**src/rtl/ref_word_fetch.sv**
```systemverilog
// Producer side of the reference-pixel buffer: walks the frame in strip order,
// issues credit-limited word reads and prefetches responses into a small FIFO.
module ref_word_fetch #(
    parameter int ADDR_W      = 20,
    parameter int LINE_STRIDE = 482,
    parameter int STRIP_WORDS = 482,
    parameter int STRIP_ROWS  = 23,
    parameter int ROW_STEP    = 16,
    parameter int NUM_STRIPS  = 4,
    parameter int FIFO_DEPTH  = 8
) (
    input  logic              clk,
    input  logic              rst,
    input  logic              i_start,
    input  logic [ADDR_W-1:0] i_base_addr,
    output logic              o_busy,
    output logic              o_mem_req,
    output logic [ADDR_W-1:0] o_mem_addr,
    input  logic              i_mem_gnt,
    input  logic              i_mem_rvalid,
    input  logic [63:0]       i_mem_rdata,
    input  logic              i_read_en,
    output logic [63:0]       o_ref_data,
    output logic              o_strip_done,
    output logic              o_underflow
);
    localparam int PTR_W = $clog2(FIFO_DEPTH);
    localparam int CNT_W = PTR_W + 1;
    localparam int SUM_W = CNT_W + 1;
    localparam int ROW_W = (STRIP_ROWS  > 1) ? $clog2(STRIP_ROWS)  : 1;
    localparam int BLK_W = (STRIP_WORDS > 1) ? $clog2(STRIP_WORDS) : 1;
    localparam int STR_W = (NUM_STRIPS  > 1) ? $clog2(NUM_STRIPS)  : 1;
    localparam int POP_W = (STRIP_WORDS * STRIP_ROWS > 1) ? $clog2(STRIP_WORDS * STRIP_ROWS) : 1;
    localparam logic [ADDR_W-1:0] STRIDE     = ADDR_W'(LINE_STRIDE);
    localparam logic [ADDR_W-1:0] STRIP_STEP = ADDR_W'(ROW_STEP * LINE_STRIDE);

    typedef enum logic [1:0] {S_IDLE, S_FETCH, S_DRAIN} state_t;

    state_t             r_state, w_state_nxt;
    logic               r_mem_req;
    logic [ADDR_W-1:0]  r_mem_addr, r_blk_start, r_strip_start;
    logic [ROW_W-1:0]   r_row_cnt;
    logic [BLK_W-1:0]   r_blk_cnt;
    logic [STR_W-1:0]   r_strip_cnt;
    logic [CNT_W-1:0]   r_outstanding, r_count;
    logic [PTR_W-1:0]   r_wr_ptr, r_rd_ptr;
    logic [POP_W-1:0]   r_pop_cnt;
    logic               r_strip_done, r_underflow;
    logic [63:0]        r_fifo [FIFO_DEPTH];

    logic               w_start_acc, w_fire, w_last_req, w_push, w_pop, w_empty;
    logic               w_last_row, w_last_blk, w_last_strip, w_last_pop, w_credit_ok;
    logic [CNT_W-1:0]   w_out_nxt, w_count_nxt;

    assign w_start_acc  = i_start && (r_state == S_IDLE);
    assign w_fire       = r_mem_req && i_mem_gnt;
    assign w_last_row   = (r_row_cnt   == ROW_W'(STRIP_ROWS - 1));
    assign w_last_blk   = (r_blk_cnt   == BLK_W'(STRIP_WORDS - 1));
    assign w_last_strip = (r_strip_cnt == STR_W'(NUM_STRIPS - 1));
    assign w_last_req   = w_fire && w_last_row && w_last_blk && w_last_strip;
    assign w_empty      = (r_count == '0);
    assign w_push       = i_mem_rvalid && (r_state != S_IDLE);
    assign w_pop        = i_read_en && !w_empty;
    assign w_last_pop   = (r_pop_cnt == POP_W'(STRIP_WORDS * STRIP_ROWS - 1));
    assign w_out_nxt    = r_outstanding + CNT_W'(w_fire) - CNT_W'(w_push);
    assign w_count_nxt  = r_count + CNT_W'(w_push) - CNT_W'(w_pop);
    // Credits judged on next-cycle occupancy so the registered request never overcommits.
    assign w_credit_ok  = (SUM_W'(w_out_nxt) + SUM_W'(w_count_nxt)) < SUM_W'(FIFO_DEPTH);

    assign o_busy       = (r_state != S_IDLE);
    assign o_mem_req    = r_mem_req;
    assign o_mem_addr   = r_mem_addr;
    assign o_ref_data   = w_empty ? '0 : r_fifo[r_rd_ptr];
    assign o_strip_done = r_strip_done;
    assign o_underflow  = r_underflow;

    always_ff @(posedge clk) begin
        if (rst) r_state <= S_IDLE;
        else     r_state <= w_state_nxt;
    end

    always_comb begin
        w_state_nxt = r_state;
        case (r_state)
            S_IDLE:  if (i_start) w_state_nxt = S_FETCH;
            S_FETCH: if (w_last_req) w_state_nxt = S_DRAIN;
            S_DRAIN: if (r_outstanding == '0 && w_empty) w_state_nxt = S_IDLE;
            default: w_state_nxt = S_IDLE;
        endcase
    end

    // Address walk: row pointer steps by a line, block/strip starts are kept so
    // the next column or strip is one addition away.
    always_ff @(posedge clk) begin
        if (rst) begin
            r_mem_req     <= 1'b0;
            r_mem_addr    <= '0;
            r_blk_start   <= '0;
            r_strip_start <= '0;
            r_row_cnt     <= '0;
            r_blk_cnt     <= '0;
            r_strip_cnt   <= '0;
        end else begin
            r_mem_req <= (w_state_nxt == S_FETCH) && w_credit_ok;
            if (w_start_acc) begin
                r_mem_addr    <= i_base_addr;
                r_blk_start   <= i_base_addr;
                r_strip_start <= i_base_addr;
                r_row_cnt     <= '0;
                r_blk_cnt     <= '0;
                r_strip_cnt   <= '0;
            end else if (w_fire) begin
                if (!w_last_row) begin
                    r_row_cnt  <= r_row_cnt + ROW_W'(1);
                    r_mem_addr <= r_mem_addr + STRIDE;
                end else if (!w_last_blk) begin
                    r_row_cnt   <= '0;
                    r_blk_cnt   <= r_blk_cnt + BLK_W'(1);
                    r_blk_start <= r_blk_start + ADDR_W'(1);
                    r_mem_addr  <= r_blk_start + ADDR_W'(1);
                end else begin
                    r_row_cnt     <= '0;
                    r_blk_cnt     <= '0;
                    r_strip_cnt   <= r_strip_cnt + STR_W'(1);
                    r_strip_start <= r_strip_start + STRIP_STEP;
                    r_blk_start   <= r_strip_start + STRIP_STEP;
                    r_mem_addr    <= r_strip_start + STRIP_STEP;
                end
            end
        end
    end

    always_ff @(posedge clk) begin
        if (rst) begin
            r_outstanding <= '0;
            r_count       <= '0;
            r_wr_ptr      <= '0;
            r_rd_ptr      <= '0;
            r_pop_cnt     <= '0;
            r_strip_done  <= 1'b0;
            r_underflow   <= 1'b0;
        end else begin
            r_outstanding <= w_out_nxt;
            r_count       <= w_count_nxt;
            if (w_push) r_wr_ptr <= r_wr_ptr + PTR_W'(1);
            if (w_pop)  r_rd_ptr <= r_rd_ptr + PTR_W'(1);
            r_strip_done <= w_pop && w_last_pop;
            if (w_start_acc) r_pop_cnt <= '0;
            else if (w_pop)  r_pop_cnt <= w_last_pop ? '0 : r_pop_cnt + POP_W'(1);
            r_underflow <= (r_underflow && !w_start_acc) || (i_read_en && w_empty);
        end
    end

    always_ff @(posedge clk) begin
        if (w_push) r_fifo[r_wr_ptr] <= i_mem_rdata;
    end
endmodule

```
**config.mk**
```make
export PLATFORM = sky130hd
export DESIGN_NAME = ref_word_fetch
export DESIGN_NICKNAME = d
export VERILOG_FILES = /design/src/rtl/ref_word_fetch.sv
export SDC_FILE = /design/constraint.sdc
export NUM_CORES = 1
export LEC_CHECK = 0
export ABC_AREA = 1
export CORE_ASPECT_RATIO = 2
export CORE_MARGIN = 4
export CORE_UTILIZATION = 54
export CTS_BUF_LIST = sky130_fd_sc_hd__clkbuf_4
export DETAILED_ROUTE_END_ITERATION = 7
export GPL_ROUTABILITY_DRIVEN = 0
export PLACE_DENSITY_LB_ADDON = 0.12
export REMOVE_ABC_BUFFERS = 1
export SYNTH_ARGS = -nofsm -noshare
export SYNTH_HDL_FRONTEND = slang
export SYNTH_SLANG_ARGS = --single-unit
```
**constraint.sdc**
```tcl
create_clock -name clk -period 11.5 [get_ports clk]
set_clock_uncertainty 0.15 [all_clocks]
set_input_delay 1.15 -clock clk [delete_from_list [all_inputs] [get_ports clk]]
set_output_delay 1.15 -clock clk [all_outputs]
set_load 0.01 [all_outputs]
```
==> reports/qor.txt <==
Synth Instances: 2,453
RSZ-0062 raised after global routing: false
Worst Hold Class: register to register
fraction of layout cells with a size suffix above 1: 0.0982
final hold vios: 0
worst hold path depth: 2
Detailed Place HPWL: 37,800 um
power per cell area: 198 nW/um^2
total gr overflow: 0
Seq pwr share: 0.433
Pins Over Slew Limit: 0
CP max stage delay: 820 ps
kind of critical path: register to primary output
CTS Hold Buffers Added: 0
CTS buffer count: 136
final wirelength: 65,900 um
GRT Total Usage: 0.249
initial antenna violation count: 4
Worst Setup End Kind: primary output
Hold Path Origin: r_strip_start[0]
sw frac: 0.323
CP Data Required Time: 10,200 ps
synthesized area: 26,200 um^2
crit path max fanout: 163
Arrival @ worst endpoint: 4800 ps
Net Sw Power: 1.93 mW
Hold Path Sink: r_strip_start[0]
Final setup viols: 0
1st-pass router iterations: 6
die span in x: 164 um
Syn Area/Cell: 10.7 um^2
flops & latches, synth: 624
R2R Path Start: r_count[2]
clock buffer depth: 3
Iter 0 DRT Violations: 1,572
residual DRC count: 0
worst hold margin: 306 ps
routed len/inst: 19.5 um
via count of the routed design: 19,400
core area: 47,800 um^2
Die Ht: 320 um
Crit Reg-Reg Endpoint: o_mem_req
Cell variety after synth: 44
Max-cap violations: 0
global-route wire length before repair: 102,000 um
initial core utilization: 0.548
TritonCTS clock tree: done
sequential fraction of the synthesis area: 0.672
crit path cell chain: inv_6 -> buf_4 -> o21ai_0 -> o22ai_1 -> o21ai_1 -> a31oi_1 -> clkdlybuf4s50_1
type of origin of the critical path: register
Comb power frac: 0.288
slowest CP cell: inv_6
fin crit period: 6100 ps
FF-to-FF setup slack: 7390 ps
Final #Nets: 2,769
CTS resizes: 0
clock network fraction of total power: 0.279
Syn. warnings: 0
IO Port Bufs: 177
clk root buf: clkbuf_4
die area: 52,300 um^2
Cell Rows: 113
status: complete, no violations
Syn-to-layout area delta: 15.1%
period utilisation layout: 0.530
Peak supply drop: 0.135 mV
vias in the first global route: 19,500
Post-CTS Repair Setup Buffers: 0
FILL cells: 3,949
R2R depth: 17
Int Power: 4.05 mW
Tightest Pin Transition: 1190 ps
worst skew pair latency: 830 ps
Slew headroom: 0.205
CTS sink count: 624
FMAX: 0.164 GHz
Final ANT Viol Nets: 0
leak pwr: 10.5 nW
Clock transition at path regs: 70 ps
largest net degree at the start of global routing: 164
TNS Setup: 0 ps
via density per instance: 5.73
io pins: 178
H-tree levels: 4
## how the worst max path moves through the flow
stage | from | end | slack, ps | cells past startpoint
final | register | o_ref_data[32] | 5400 | 7
after global routing | register | o_ref_data[32] | 5110 | 7
after CTS | register | o_ref_data[32] | 5400 | 7
after detailed placement | register | o_ref_data[32] | 6320 | 7
after global placement | register | o_ref_data[40] | 6360 | 7
after floorplan | register | o_ref_data[0] | 1900 | 5
## cell type report
type | count | area (um^2) | area share
antenna | 4 | 10.0 | 0.000332
clock buffer | 198 | 1490 | 0.0493
clock inverter | 37 | 224 | 0.00743
inverter | 125 | 484 | 0.0161
multi-input combinational | 1568 | 7620 | 0.253
sequential | 624 | 17600 | 0.584
tap | 632 | 791 | 0.0262
timing repair buffer | 197 | 1920 | 0.0637
## power by group through the flow
stage	Sequential (mW)	Combinational (mW)	Clock [mW]
after floorplan	2.66	0.921	0
after CTS	2.59	1.74	1.72
after global routing	2.60	1.91	1.84
final	2.59	1.72	1.67
after detailed placement	2.64	1.73	0
after global placement	2.64	1.69	0
## cell usage after synthesis (all sizes together)
library cell  count  area, um^2
or2               5        31.3
o211ai            5        37.5
nand4            14         103
o22ai            66         413
o21a              1        7.51
inv             124         465
xor2             21         184
nor3             10        50.1
buf              36         178
clkbuf          100         375
nor3b             1        7.51
a21oi            55         279
o21bai            4        30.0
nand3            77         390
nor2            503        1930
nor4              1        6.26
dfxtp           112        2240
o21ai           397        1990
o32ai             1        8.76
ha               25         313
o221ai            1        8.76
xnor2             5        43.8
and3              2        12.5
o311ai            1        8.76
fa                2        40.0
clkinv            1        8.76
a31oi            94         588
nand3b            3        22.5
edfxtp          512       15400
mux2i             2        20.0
a211oi            3        22.5
nand2           269        1010
## per-layer routing
layer | vias to the layer above | wire length (um) | global-route usage
li1 | 9171 | - | -
met5 | - | 0 | 0
met4 | 0 | 2620 | 0.118
met2 | 697 | 34900 | 0.450
met1 | 9357 | 24200 | 0.275
met3 | 184 | 4190 | 0.0512
## kinds of logic (layout without fill, tap and decap cells)
family          after synthesis  after routing  share of synthesized area
mux                           2              2                   0.000764
fa+ha+maj                    27             27                     0.0135
xor+xnor                     26             26                    0.00869
simple gates                885            885                      0.136
flops                       624            624                      0.672
other cells                   0              4                          0
compound gates              628            628                      0.129
buf+inv                     261            557                     0.0392
## metrics by stage
stage	util	worst slack (ps)	instances	power [mW]	area, um^2
global route	0.631	5110	3383	6.35	30200
finish	0.631	5400	3385	5.98	30200
floorplan	-	1900	2317	3.58	25600
detailed placement	0.595	6320	3146	4.37	28400
CTS	0.631	5400	3381	6.05	30200
global placement	0.595	6360	3146	4.33	28400
## layout by cell type (no fill, tap or decap), types with 5 or more instances in the layout
master           netlist  final
dfxtp_1              112    110
o21ai_0              358    358
clkbuf_4               0    198
a31oi_1               94     94
buf_4                  0     20
o21ai_1               39     39
o22ai_1               66     66
nor2_4                 2     10
edfxtp_1             512    512
nand4_1               13     13
a21oi_1               54     54
nor2_1               496    488
clkdlybuf4s50_1        0    177
nand2_1              268    267
inv_2                 12     16
xnor2_1                5      5
nand3_1               76     76
clkinv_1               0     26
o211ai_1               5      5
ha_1                  25     25
nor3_1                10     10
inv_1                112    110
xor2_1                21     21
## critical path, delay by kind of cell (launching register included)
kind / cells / cell delay [ps]
compound gates: 4 / 840
flops: 1 / 610
buf+inv: 3 / 2260
## state kept, by name, summed over array words and instances, names as in the netlist, 2 cells and up, named ones only
name / cells
r_blk_start: 20
r_strip_start: 20
r_fifo: 512
r_state: 2
r_rd_ptr: 3
r_wr_ptr: 3
r_pop_cnt: 14
r_row_cnt: 5
r_strip_cnt: 2
o_mem_addr: 20
r_count: 4
r_blk_cnt: 9
r_outstanding: 4
Note: power is estimated with default switching activity, not from simulation.
